File: config.mk
export PLATFORM = sky130hd
export DESIGN_NAME = spm_host_flat
export DESIGN_NICKNAME = d
export VERILOG_FILES = /design/src/rtl/spm_host_pkg.sv /design/src/rtl/spm_host_if.sv /design/src/rtl/spm_host_shreg.sv /design/src/rtl/spm_host.sv /design/src/flat_wrapper.sv
export SDC_FILE = /design/constraint.sdc
export NUM_CORES = 1
export LEC_CHECK = 0
export CAP_MARGIN = 20
export CORE_ASPECT_RATIO = 1.4
export CORE_UTILIZATION = 65
export DETAILED_ROUTE_END_ITERATION = 7
export DONT_BUFFER_PORTS = 1
export GPL_TIMING_DRIVEN = 0
export PLACE_DENSITY_LB_ADDON = 0.25
export SYNTH_ARGS = -nofsm -noshare
export SYNTH_HDL_FRONTEND = slang
export SYNTH_SLANG_ARGS = --single-unit
File: constraint.sdc
create_clock -name clk -period 4.5 [get_ports clk]
set_input_delay 0.9 -clock clk [delete_from_list [all_inputs] [get_ports clk]]
set_output_delay 0.9 -clock clk [all_outputs]
set_load 0.05 [all_outputs]
File: src/rtl/spm_host_pkg.sv
// Shared definitions for the serial-multiplier host.
//   state_t  : host FSM states
//   SIZE_DEF : default operand width
//   LAT_DEF  : default multiplier latency (my bit driven -> mp bit valid)
//   cnt_w()  : width of the SHIFT-phase counter
package spm_host_pkg;

   localparam int SIZE_DEF = 32;
   localparam int LAT_DEF  = 1;

   typedef enum logic [1:0] {
      IDLE  = 2'd0,
      CLEAR = 2'd1,
      SHIFT = 2'd2,
      DONE  = 2'd3
   } state_t;

   // Counter must hold 0 .. 2*size+lat-1.
   function automatic int cnt_w(input int size, input int lat);
      return $clog2(2*size + lat + 1);
   endfunction

endpackage

File: src/rtl/spm_host_if.sv
// Operand/product handshake between a requester and spm_host.
//   in_valid/in_ready : operand pair a, b offered / accepted
//   out_valid/out_ready : product prod offered / taken
// master = requester side, slave = spm_host side.
interface spm_host_if
   import spm_host_pkg::*;
#(
   parameter int SIZE = SIZE_DEF
);
   logic                in_valid;
   logic                in_ready;
   logic [SIZE-1:0]     a;
   logic [SIZE-1:0]     b;
   logic                out_valid;
   logic                out_ready;
   logic [2*SIZE-1:0]   prod;

   modport master (
      output in_valid, a, b, out_ready,
      input  in_ready, out_valid, prod
   );

   modport slave (
      input  in_valid, a, b, out_ready,
      output in_ready, out_valid, prod
   );
endinterface

File: src/rtl/spm_host_shreg.sv
// Loadable right-shift register (LSB leaves first, shift_in enters at MSB).
//   clk, rst  : clock, async active-low clear
//   load      : parallel load of load_val (wins over shift_en)
//   shift_en  : shift right by one, shift_in -> q[W-1]
//   q         : register contents
module spm_host_shreg #(
   parameter int W = 8
) (
   input  logic         clk,
   input  logic         rst,
   input  logic         load,
   input  logic [W-1:0] load_val,
   input  logic         shift_en,
   input  logic         shift_in,
   output logic [W-1:0] q
);

   always_ff @(posedge clk or negedge rst) begin
      if (!rst)
         q <= '0;
      else if (load)
         q <= load_val;
      else if (shift_en)
         q <= {shift_in, q[W-1:1]};
   end

endmodule

File: src/rtl/spm_host.sv
// Host controller for a bit-serial signed multiplier.
// Accepts a, b over the host handshake, clears the multiplier for one cycle,
// streams b LSB-first (sign-extended to 2*SIZE bits) on my while holding a on
// mx, collects the 2*SIZE-bit product from mp, then offers it on prod.
//   clk, rst   : clock, async active-low reset
//   host       : slave side of spm_host_if (in/out handshakes, a, b, prod)
//   busy       : high whenever the FSM is not in IDLE
//   mx         : parallel multiplicand to the multiplier
//   my         : serial multiplier bit, LSB first
//   mrst       : active-low clear to the multiplier
//   mp         : serial product bit from the multiplier, LSB first
module spm_host
   import spm_host_pkg::*;
#(
   parameter int SIZE = SIZE_DEF,
   parameter int LAT  = LAT_DEF
) (
   input  logic             clk,
   input  logic             rst,
   spm_host_if.slave        host,
   output logic             busy,
   output logic [SIZE-1:0]  mx,
   output logic             my,
   output logic             mrst,
   input  logic             mp
);

   localparam int CW   = cnt_w(SIZE, LAT);
   localparam int LAST = 2*SIZE + LAT - 1;

   state_t            state;
   logic [CW-1:0]     cnt;
   logic              ready;
   logic              valid;
   logic              my_en;
   logic              accept;
   logic              shift;
   logic              sample;
   logic [SIZE-1:0]   y_q;
   logic [2*SIZE-1:0] p_q;

   assign accept = (state == IDLE) && host.in_valid;
   assign shift  = (state == SHIFT);
   // The first LAT SHIFT cycles carry no product bits yet.
   assign sample = shift && (cnt >= CW'(LAT));

   // y_q shifts arithmetically, so once b is exhausted its bit 0 keeps
   // repeating the sign bit; my_en gates the stream to the first 2*SIZE cycles.
   assign my = my_en & y_q[0];

   assign host.in_ready  = ready;
   assign host.out_valid = valid;
   assign host.prod      = p_q;

   // my serializer: holds b, arithmetic right shift once per SHIFT cycle
   spm_host_shreg #(.W(SIZE)) u_ser (
      .clk      (clk),
      .rst      (rst),
      .load     (accept),
      .load_val (host.b),
      .shift_en (shift),
      .shift_in (y_q[SIZE-1]),
      .q        (y_q)
   );

   // mp deserializer: after 2*SIZE samples the first bit has reached bit 0
   spm_host_shreg #(.W(2*SIZE)) u_des (
      .clk      (clk),
      .rst      (rst),
      .load     (accept),
      .load_val ('0),
      .shift_en (sample),
      .shift_in (mp),
      .q        (p_q)
   );

   always_ff @(posedge clk or negedge rst) begin
      if (!rst) begin
         state <= IDLE;
         cnt   <= '0;
         mx    <= '0;
         mrst  <= 1'b1;
         busy  <= 1'b0;
         ready <= 1'b1;
         valid <= 1'b0;
         my_en <= 1'b0;
      end else begin
         case (state)
            IDLE: begin
               if (host.in_valid) begin
                  mx    <= host.a;
                  mrst  <= 1'b0;
                  busy  <= 1'b1;
                  ready <= 1'b0;
                  state <= CLEAR;
               end
            end
            CLEAR: begin
               mrst  <= 1'b1;
               cnt   <= '0;
               my_en <= 1'b1;
               state <= SHIFT;
            end
            SHIFT: begin
               if (cnt == CW'(2*SIZE - 1))
                  my_en <= 1'b0;
               if (cnt == CW'(LAST)) begin
                  cnt   <= '0;
                  valid <= 1'b1;
                  state <= DONE;
               end else begin
                  cnt <= cnt + 1'b1;
               end
            end
            DONE: begin
               // in_valid is deliberately ignored here; a new pair can only
               // be taken from IDLE on a later edge.
               if (host.out_ready) begin
                  valid <= 1'b0;
                  busy  <= 1'b0;
                  ready <= 1'b1;
                  state <= IDLE;
               end
            end
            default: state <= IDLE;
         endcase
      end
   end

endmodule

File: src/flat_wrapper.sv
// flat-port wrapper written by rule: the top's interface ports become plain ports
module spm_host_flat import spm_host_pkg::*;
#(
   parameter int SIZE = SIZE_DEF,
   parameter int LAT  = LAT_DEF
)
  (clk, rst, busy, mx, my, mrst, mp, host_in_valid, host_a, host_b, host_out_ready, host_in_ready, host_out_valid, host_prod);
  spm_host_if #(.SIZE(SIZE)) host_i ();
  input  logic clk;
  input  logic rst;
  output logic busy;
  output logic [SIZE-1:0] mx;
  output logic my;
  output logic mrst;
  input  logic mp;
  input wire logic [$bits(host_i.in_valid)-1:0] host_in_valid;
  input wire logic [$bits(host_i.a)-1:0] host_a;
  input wire logic [$bits(host_i.b)-1:0] host_b;
  input wire logic [$bits(host_i.out_ready)-1:0] host_out_ready;
  output wire logic [$bits(host_i.in_ready)-1:0] host_in_ready;
  output wire logic [$bits(host_i.out_valid)-1:0] host_out_valid;
  output wire logic [$bits(host_i.prod)-1:0] host_prod;
  assign host_i.in_valid = host_in_valid;
  assign host_i.a = host_a;
  assign host_i.b = host_b;
  assign host_i.out_ready = host_out_ready;
  assign host_in_ready = host_i.in_ready;
  assign host_out_valid = host_i.out_valid;
  assign host_prod = host_i.prod;
  spm_host #(.SIZE(SIZE), .LAT(LAT)) u_core (.clk(clk), .rst(rst), .host(host_i), .busy(busy), .mx(mx), .my(my), .mrst(mrst), .mp(mp));
endmodule
==> metrics.csv, run 1 <==
metric,value,unit
outcome,"complete, no violations",
die area,0.00974,mm^2
CTS resizes,0,
"Reg clk slew, reported paths",60,ps
port bufs,0,
Hold Slack,180,ps
largest vdd supply drop,0.517,mV
Crit. End Element,flop,
Comb pwr share,24.5,%
RSZ-0062 raised after global routing,no,
Num CTS Buffers,17,
Setup CP Type,reg2reg,
CP peak stage delay,440,ps
layout cells sized above 1,15.0,%
sequential power share,48.4,%
# rows,41,
"Remaining Overflow, GRT",0,
fin crit share,50.9,%
routability cong.,0.804,
Leakage Power,2.91,nW
clock share of power,27.1,%
DRC viols,0,
nets,670,
Max Cap Viol,0,
mapped cell area,0.00607,mm^2
slew margin rel.,51.1,%
CTS hold repair buffers,0,
Sink Count,142,
Tmin final,2290,ps
Setup crit start kind,flop,
Die Y,116,um
NetSw,2.10,mW
Diodes inserted,0,
initial core utilization,67.3,%
"Slowest-stage cell, CP",clkbuf_1,
first drt pass iteration count,4,
slew at the pin closest to its max-slew limit,733,ps
H-Tree Depth,4,
Root Driver,clkbuf_16,
worst path cell trace,inv_1 -> ha_1 -> nand2_1 -> clkbuf_1 -> clkbuf_1 -> nand2_1 -> o21ai_0,
Hold Fails Final Rpt,0,
post-synthesis to final-layout area growth,11.9,%
routed wire length,12900,um
CP startpoint,u_core.state[0],
Max Root-Sink Buffers,2,
DRT iter0 DRCs,228,
r2r startpoint,u_core.state[0],
Wirelength per Cell,18.1,um
I/O pin count,170,
Worst Path Max Fanout,10,
Final setup viols,0,
Clock Latency Late Sink,420,ps
PD cells,748,mW/mm^2
postcts setup bufs,0,
post-synth cell types,30,
core area,0.00903,mm^2
synthesis warning total,0,
Mapped Avg Cell Area,10.6,um^2
Worst EP required,4820,ps
min-delay worst type,in2async,
number of global-route vias before repair,4404,
"Core Util, Final",75.3,%
Mapped Nets,651,
Total GRT Usage,27.8,%
"most common cell after layout, fill and taps aside",dfrtp_1,
largest net degree at the start of global routing,143,
via count,4393,
Peak Freq,0.436,GHz
"commonest cells after routing, fill and taps aside","dfrtp_1, nand2_1, nand3_1",
Gate Count Post-Synth,574,
hpwl dp,8970,um
worst clock skew,12.4,ps
Arrival @ worst endpoint,2610,ps
antenna violations before repair,0,
final max-slew violation count,0,
sequential-to-total area share from yosys stat,58.5,%
CTS tree,built,
"FF+latch count, synth",142,
post-route ant nets,0,
die width,83.7,um
Pint,2.99,mW
Vias/cell,6.16,
Sw Share,41.3,%
r2r setup slk,2210,ps
first-pass GRT wire length,20900,um
Total Neg Setup Slack,0,ps
==> final timing paths <==
check,endpoint,cells past startpoint
min,u_core.u_ser.q[10],0
max in group asynchronous,u_core.mrst,0
min in group clk,u_core.u_ser.q[31],1
max,u_core.u_des.q[16],7
min reg2reg,u_core.u_ser.q[31],1
max reg2reg,u_core.u_des.q[16],7
==> worst max-delay path, delay by kind of cell, from the launching register on <==
kind	cells	cell delay (ps)
compound gates	1	220
fa+ha+maj	1	280
buf+inv	3	910
flops	1	410
simple gates	2	370
==> power groups by stage <==
stage | Combinational, mW | Sequential (mW) | Clock, mW
detailed placement | 1.25 | 2.48 | 0
finish | 1.25 | 2.46 | 1.38
global placement | 1.19 | 2.46 | 0
global route | 1.39 | 2.50 | 1.45
floorplan | 1.01 | 2.41 | 0
CTS | 1.26 | 2.46 | 1.40
==> Yosys cell counts <==
cell        n  area, um^2
and3_2      1        7.51
inv_1      12        45.0
a21oi_1    37         185
nand3_1    70         350
a22o_1      2        17.5
mux2_4      1        15.0
nor2_1     33         124
ha_1        8         100
or2_4       1        8.76
buf_6       3        33.8
o22ai_1     6        37.5
o32a_1      1        10.0
nor3b_1     2        15.0
clkbuf_2    5        25.0
mux2i_1    35         350
mux2_2     35         394
o21ai_2     1        8.76
buf_4       1        7.51
or4_1       1        7.51
and2_1      1        6.26
nor2b_1     2        12.5
nand2_1    70         263
dfstp_2     2        52.6
o21ai_1     1        5.00
o21ai_0    68         340
dfrtp_1   140        3500
buf_2       8        40.0
or4_4       1        11.3
clkbuf_1   21        78.8
buf_1       5        18.8
==> kinds of logic (layout without fill, tap and decap cells) <==
logic type / after synthesis / in the layout / synth area share, %
DFF: 142 / 142 / 58.5
AOI/OAI and AO/OA: 116 / 116 / 9.95
adders and majority gates: 8 / 8 / 1.65
and+or+nand+nor: 182 / 182 / 13.3
muxes: 71 / 71 / 12.5
buffers and inverters: 55 / 87 / 4.10
==> layer usage <==
layer | share of wire, % | routed length (um) | GRT usage, %
met1 | 37 | 4750 | 31.2
met2 | 54 | 7010 | 48.7
met3 | 6.8 | 878 | 10.2
met4 | 2.1 | 267 | 11.1
met5 | 0 | 0 | 0
==> area by class of cell <==
type | instances | area (um^2)
flip-flops and latches | 142 | 3560
multi-input cells | 377 | 2270
fillers | 617 | 2230
clock buffers | 19 | 453
plain buffers | 43 | 204
clock inverters | 13 | 139
well taps | 107 | 134
inverters | 12 | 45.0
==> flip-flops by register name (all words and copies together) (netlist names) <==
name                   flops
u_core.u_ser.q            32
u_core.host.out_valid      1
u_core.host.in_ready       1
u_core.u_des.q            64
u_core.cnt                 7
u_core.state               2
u_core.my_en               1
u_core.mrst                1
u_core.busy                1
u_core.mx                 32
==> through the flow <==
stage	worst slack (ps)	power [mW]	area, um^2	cells
2_1_floorplan	2620	3.42	6070	574
3_3_place_gp	2180	3.64	6210	681
3_5_place_dp	2120	3.73	6210	681
4_1_cts	2180	5.12	6800	713
5_1_grt	1980	5.34	6800	713
6_report	2210	5.09	6800	713
Note: power is estimated with default switching activity, not from simulation.
==> run 2: changes to the inputs <==
CORE_UTILIZATION = 57   (was 65)
clock period = 2.1 ns   (was 4.5 ns; I/O delays follow)
==> run 2 against run 1 <==
  * The flow now finishes with violations (negative hold slack)
  * Via count shrank 1.1%
  * Sequential share of layout area shrank 1.2 points
  * Die area grew 14%
  * Final area grew 2.4%
  * Clock skew shrank 0.60 ps
  * Fmax grew 10%
  * Cell count grew 4.9%
  * Clock power grew 130%
  * Critical path type unchanged
  * Critical endpoint is now u_core.u_des.q[54]
==> metrics.csv, run 2 (synthesis gave the netlist of run 1 again) <==
metric,value,unit,change
r2r startpoint,u_core.cnt[1],,was u_core.state[0]
"Core Util, Final",67.3,%,was 75.3%
Hold Fails Final Rpt,142,,was 0
number of global-route vias before repair,4367,,was 4404
first drt pass iteration count,5,,was 4
outcome,"complete, but fails checks",,"was complete, no violations"
post-route ant nets,0,,unchanged
fin crit share,98.9,%,was 50.9%
# rows,44,,was 41
grt peak-use layer,met2,,unchanged
Max Root-Sink Buffers,2,,unchanged
nets,674,,was 670
Vias/cell,5.81,,was 6.16
"commonest cells after routing, fill and taps aside","dfrtp_1, nand3_1, nand2_1",,"was dfrtp_1, nand2_1, nand3_1"
area of the multi-input gates,0.00228,mm^2,was 0.00227 mm^2
first-pass GRT wire length,20500,um,was 20900 um
min-delay worst type,in2async,,unchanged
DRT iter0 DRCs,212,,was 228
Leakage Power,3.01,nW,was 2.91 nW
Total GRT Usage,24.3,%,was 27.8%
Crit. End Element,flop,,unchanged
Total Neg Setup Slack,0,ps,unchanged
largest vdd supply drop,0.818,mV,was 0.517 mV
die width,89.3,um,was 83.7 um
slew margin rel.,55.6,%,was 51.1%
hpwl dp,9080,um,was 8970 um
slew at the pin closest to its max-slew limit,666,ps,was 733 ps
Setup crit start kind,flop,,unchanged
port bufs,0,,unchanged
final max-slew violation count,0,,unchanged
Hold Slack,-295,ps,was 180 ps
die area,0.0111,mm^2,was 0.00974 mm^2
Arrival @ worst endpoint,2390,ps,was 2610 ps
Worst Path Max Fanout,10,,unchanged
Worst EP required,2410,ps,was 4820 ps
max FFs per register,64,,unchanged
Setup CP Type,reg2reg,,unchanged
worst clock skew,11.8,ps,was 12.4 ps
"Remaining Overflow, GRT",0,,unchanged
Die Y,124,um,was 116 um
fill count,821,,was 617
Top reg by flops,u_core.u_des.q,,unchanged
via count,4344,,was 4393
M2 GR Usage,41.4,%,was 48.7%
Storage cell area,0.00356,mm^2,unchanged
Top Registers,"u_core.u_des.q x64, u_core.mx x32, u_core.u_ser.q x32",,unchanged
Clock Latency Late Sink,410,ps,was 420 ps
Max Cap Viol,0,,unchanged
largest net degree at the start of global routing,143,,unchanged
GR Util met1,28.0,%,was 31.2%
initial core utilization,58.7,%,was 67.3%
PD cells,1620,mW/mm^2,was 748 mW/mm^2
Num CTS Buffers,17,,unchanged
Final WS setup,22.5,ps,was 2210 ps
routability cong.,0.770,,was 0.804
DRC viols,0,,unchanged
dpl cell area,0.00625,mm^2,was 0.00621 mm^2
failing checks,negative hold slack,,
Final setup viols,0,,unchanged
Critical R2R Capture,u_core.u_des.q[54],,was u_core.u_des.q[16]
r2r setup slk,20,ps,was 2210 ps
worst reg2reg path depth,9,,was 7
Diodes inserted,0,,unchanged
dpl ws,-90.3,ps,was 2120 ps
layout cells sized above 1,18.7,%,was 15.0%
H-Tree Depth,4,,unchanged
routed wire length,13200,um,was 12900 um
Wirelength per Cell,17.6,um,was 18.1 um
post-synthesis to final-layout area growth,14.6,%,was 11.9%
met3 usage,8.28,%,was 10.2%
"most common cell after layout, fill and taps aside",dfrtp_1,,unchanged
Root Driver,clkbuf_16,,unchanged
"Reg clk slew, reported paths",60,ps,about the same
Peak Freq,0.481,GHz,was 0.436 GHz
Sink Count,142,,unchanged
fin area,0.00696,mm^2,was 0.00680 mm^2
I/O pin count,170,,unchanged
antenna violations before repair,0,,unchanged
CTS tree,built,,unchanged
core area,0.0103,mm^2,was 0.00903 mm^2
Tmin final,2080,ps,was 2290 ps
==> run 2: cell types whose count changed in the layout (fill, tap and decap cells not counted), moves of 3 or more <==
cell       previous run  this run
buf_2                 8        11
bufinv_16             2         5
o21ai_0              68        65
clkbuf_1             21         6
o21ai_1               1         4
clkbuf_2              5        20
==> run 2: final cells by class <==
| cell class | instances | share of cell area (%) |
|---|---|---|
| Tap cell | 138 | 2.48 |
| Buffer | 43 | 3.34 |
| Clock buffer | 17 | 6.11 |
| Multi-Input combinational cell | 377 | 32.8 |
| Sequential cell | 142 | 51.1 |
| Clock inverter | 15 | 3.15 |
| Inverter | 12 | 0.647 |
| Timing Repair Buffer | 4 | 0.395 |
==> run 2: worst max path at each step <==
stage               startpoint                  to  cells past startpoint
4_1_cts        u_core.state[0]  u_core.u_ser.q[23]                      7
3_3_place_gp   u_core.state[0]  u_core.u_des.q[43]                      7
5_1_grt          u_core.cnt[1]  u_core.u_des.q[54]                      9
6_report         u_core.cnt[1]  u_core.u_des.q[54]                      9
2_1_floorplan    u_core.cnt[3]     u_core.state[1]                      4
3_5_place_dp   u_core.state[0]  u_core.u_ser.q[23]                      7
==> run 2: through the flow <==
stage,cells,power (mW)
2_1_floorplan,574,7.32
3_5_place_dp,712,7.99
5_1_grt,748,11.8
3_3_place_gp,712,7.82
4_1_cts,746,11.3
6_report,748,11.3
==> run 2: metal layers <==
| metal | share of wire, % | wire, um |
|---|---|---|
| met5 | 0 | 0 |
| met4 | 1.6 | 214 |
| met3 | 7.0 | 921 |
| met2 | 53 | 7030 |
| met1 | 38 | 5000 |
==> run 2: timing repair <==
action / CTS / global route
cloned: 0 / 1
hold endpoints to repair: 142 / 142
buffers inserted: 2 / 1
setup endpoints to repair: 92 / 108
pin swaps: 1 / 1
gates resized for setup: 5 / 33
==> run 2: worst max-delay path, cell delays in order (launching register included) <==
cell	delay, ps
dfrtp_1	370
inv_1	90
ha_1	180
or4_4	440
o21ai_4	240
buf_6	160
buf_6	140
buf_8	130
nand3_1	100
o21ai_0	130
==> run 2: report_power, final <==
part | switching [mW] | internal, mW
Sequential | 1.81 | 3.45
Clock | 1.13 | 2.10
Combinational | 1.57 | 1.22
==> run 3: changes to the inputs <==
TNS_END_PERCENT = 20   (was not set)
==> run 3 against run 2 <==
  * The flow still finishes with violations (negative hold slack)
  * Hold slack got worse by 1.1 ps
  * Final area is 0.25% higher
  * Count of clock-buffer cells in the layout unchanged
  * Via count decreased by 0.62%
  * Core utilization rose by 0.17 points
  * Non-clock buffer count did not move
  * Register-to-register slack better by 50 ps
  * Critical path depth shrank 2
  * First-iteration DRC count rose by 26%
  * Highest routed layer unchanged
==> metrics.csv, run 3 (synthesis gave the netlist of run 1 again) <==
metric,value,unit,change
die area,0.0111,mm^2,unchanged
failing checks,negative hold slack,,unchanged
Top reg by flops,u_core.u_des.q,,unchanged
Max Cap Viol,0,,unchanged
Root Driver,clkbuf_16,,unchanged
post-synthesis to final-layout area growth,14.9,%,was 14.6%
Worst Path Max Fanout,10,,unchanged
slew margin rel.,55.7,%,was 55.6%
Arrival @ worst endpoint,2300,ps,was 2390 ps
min-delay worst type,in2async,,unchanged
post-route ant nets,0,,unchanged
Peak Freq,0.492,GHz,was 0.481 GHz
antenna violations before repair,0,,unchanged
dpl cell area,0.00625,mm^2,unchanged
slew at the pin closest to its max-slew limit,664,ps,was 666 ps
Wirelength per Cell,17.5,um,was 17.6 um
routed wire length,13100,um,was 13200 um
Tmin final,2030,ps,was 2080 ps
layout cells sized above 1,18.9,%,was 18.7%
core area,0.0103,mm^2,unchanged
outcome,"complete, but fails checks",,unchanged
initial core utilization,58.7,%,unchanged
Clock Latency Late Sink,410,ps,about the same
# rows,44,,unchanged
Worst EP required,2370,ps,was 2410 ps
total power,11.3,mW,about the same
"Remaining Overflow, GRT",0,,unchanged
H-Tree Depth,4,,unchanged
Vias/cell,5.77,,was 5.81
number of global-route vias before repair,4355,,was 4367
I/O pin count,170,,unchanged
Max Root-Sink Buffers,2,,unchanged
area of the multi-input gates,0.00228,mm^2,unchanged
Crit. End Element,flop,,unchanged
Num CTS Buffers,17,,unchanged
"Slowest-stage cell, CP",or4_4,,unchanged
fin area,0.00698,mm^2,was 0.00696 mm^2
Final WS setup,69.0,ps,was 22.5 ps
DRT iter0 DRCs,267,,was 212
Storage cell area,0.00356,mm^2,about the same
die width,89.3,um,unchanged
port bufs,0,,unchanged
first drt pass iteration count,7,,was 5
fin crit share,96.7,%,was 98.9%
worst path cell trace,inv_1 -> ha_1 -> or4_4 -> o21ai_4 -> buf_2 -> clkbuf_2 -> o21ai_0,,was inv_1 -> ha_1 -> or4_4 -> o21ai_4 -> buf_6 -> buf_6 -> buf_8 -> nand3_1 -> o21ai_0
Total Neg Setup Slack,0,ps,unchanged
CP peak stage delay,440,ps,about the same
max FFs per register,64,,unchanged
Diodes inserted,0,,unchanged
Hold Fails Final Rpt,142,,unchanged
Setup crit start kind,flop,,unchanged
Sink Count,142,,unchanged
"Reg clk slew, reported paths",60,ps,about the same
PD cells,1620,mW/mm^2,about the same
via count,4317,,was 4344
final max-slew violation count,0,,unchanged
largest net degree at the start of global routing,143,,unchanged
Die Y,124,um,unchanged
fill count,815,,was 821
CTS tree,built,,unchanged
worst clock skew,9.18,ps,was 11.8 ps
routability cong.,0.770,,unchanged
Total GRT Usage,24.3,%,about the same
"commonest cells after routing, fill and taps aside","dfrtp_1, nand3_1, nand2_1",,unchanged
Setup CP Type,reg2reg,,unchanged
Leakage Power,3.01,nW,about the same
Hold Slack,-296,ps,was -295 ps
first-pass GRT wire length,20400,um,was 20500 um
hpwl dp,9080,um,unchanged
"most common cell after layout, fill and taps aside",dfrtp_1,,unchanged
Top Registers,"u_core.u_des.q x64, u_core.mx x32, u_core.u_ser.q x32",,unchanged
nets,674,,unchanged
Final setup viols,0,,unchanged
largest vdd supply drop,0.774,mV,was 0.818 mV
DRC viols,0,,unchanged
dpl ws,-90.3,ps,unchanged
[run 3: critical path: cells and delay by family (launching register included)]
family          cells  cell delay [ps]
flops               1              370
fa+ha+maj           1              180
simple gates        1              440
buf+inv             3              530
compound gates      2              370
[run 3: final timing paths]
kind / cells past startpoint / from / slack [ps] / endpoint
worst max-delay path: 7 / u_core.cnt[1] / 70 / u_core.u_des.q[57]
worst min-delay path: 0 / rst / -300 / u_core.u_ser.q[15]
worst max register to register: 7 / u_core.cnt[1] / 70 / u_core.u_des.q[57]
worst min register to register: 1 / u_core.u_ser.q[31] / 520 / u_core.u_ser.q[31]
max in group asynchronous: 0 / rst / 2110 / u_core.host.in_ready
min in group clk: 2 / mp / 150 / u_core.u_des.q[63]
[run 3: area by class of cell]
type                    count  area share (%)
flip-flops and latches    142            51.0
multi-input cells         377            32.7
clock buffers              17            6.10
plain buffers              43            3.39
clock inverters            15            3.14
well taps                 138            2.47
inverters                  12           0.645
repair buffers              4           0.574
[run 3: per-layer routing]
layer	up-vias	part of all wire (%)	global-route usage, %
li1	2015	-	-
met1	2159	38	27.8
met2	126	53	41.3
met3	17	6.8	8.35
met4	0	1.5	9.42
met5	-	0	0
[run 3: stage by stage]
step | std cells | utilization, %
CTS | 744 | 66.7
floorplan | 574 | -
global placement | 712 | 60.4
detailed placement | 712 | 60.4
global route | 748 | 67.4
finish | 748 | 67.4
[run 3: power by group]
part           internal (mW)  leakage (nW)  switching [mW]  total [mW]
Combinational           1.25         0.913            1.58        2.83
Sequential              3.45          1.79            1.81        5.25
Clock                   2.10         0.309            1.13        3.24
Total                   6.80          3.01            4.52        11.3
[run 3: timing repair]
action	4_1_cts	5_1_grt
gates cloned	0	1
gates resized for setup	7	32
pin swaps	0	1
endpoints found under the setup margin	92	112
setup buffers	0	3
hold endpoints to repair	142	142
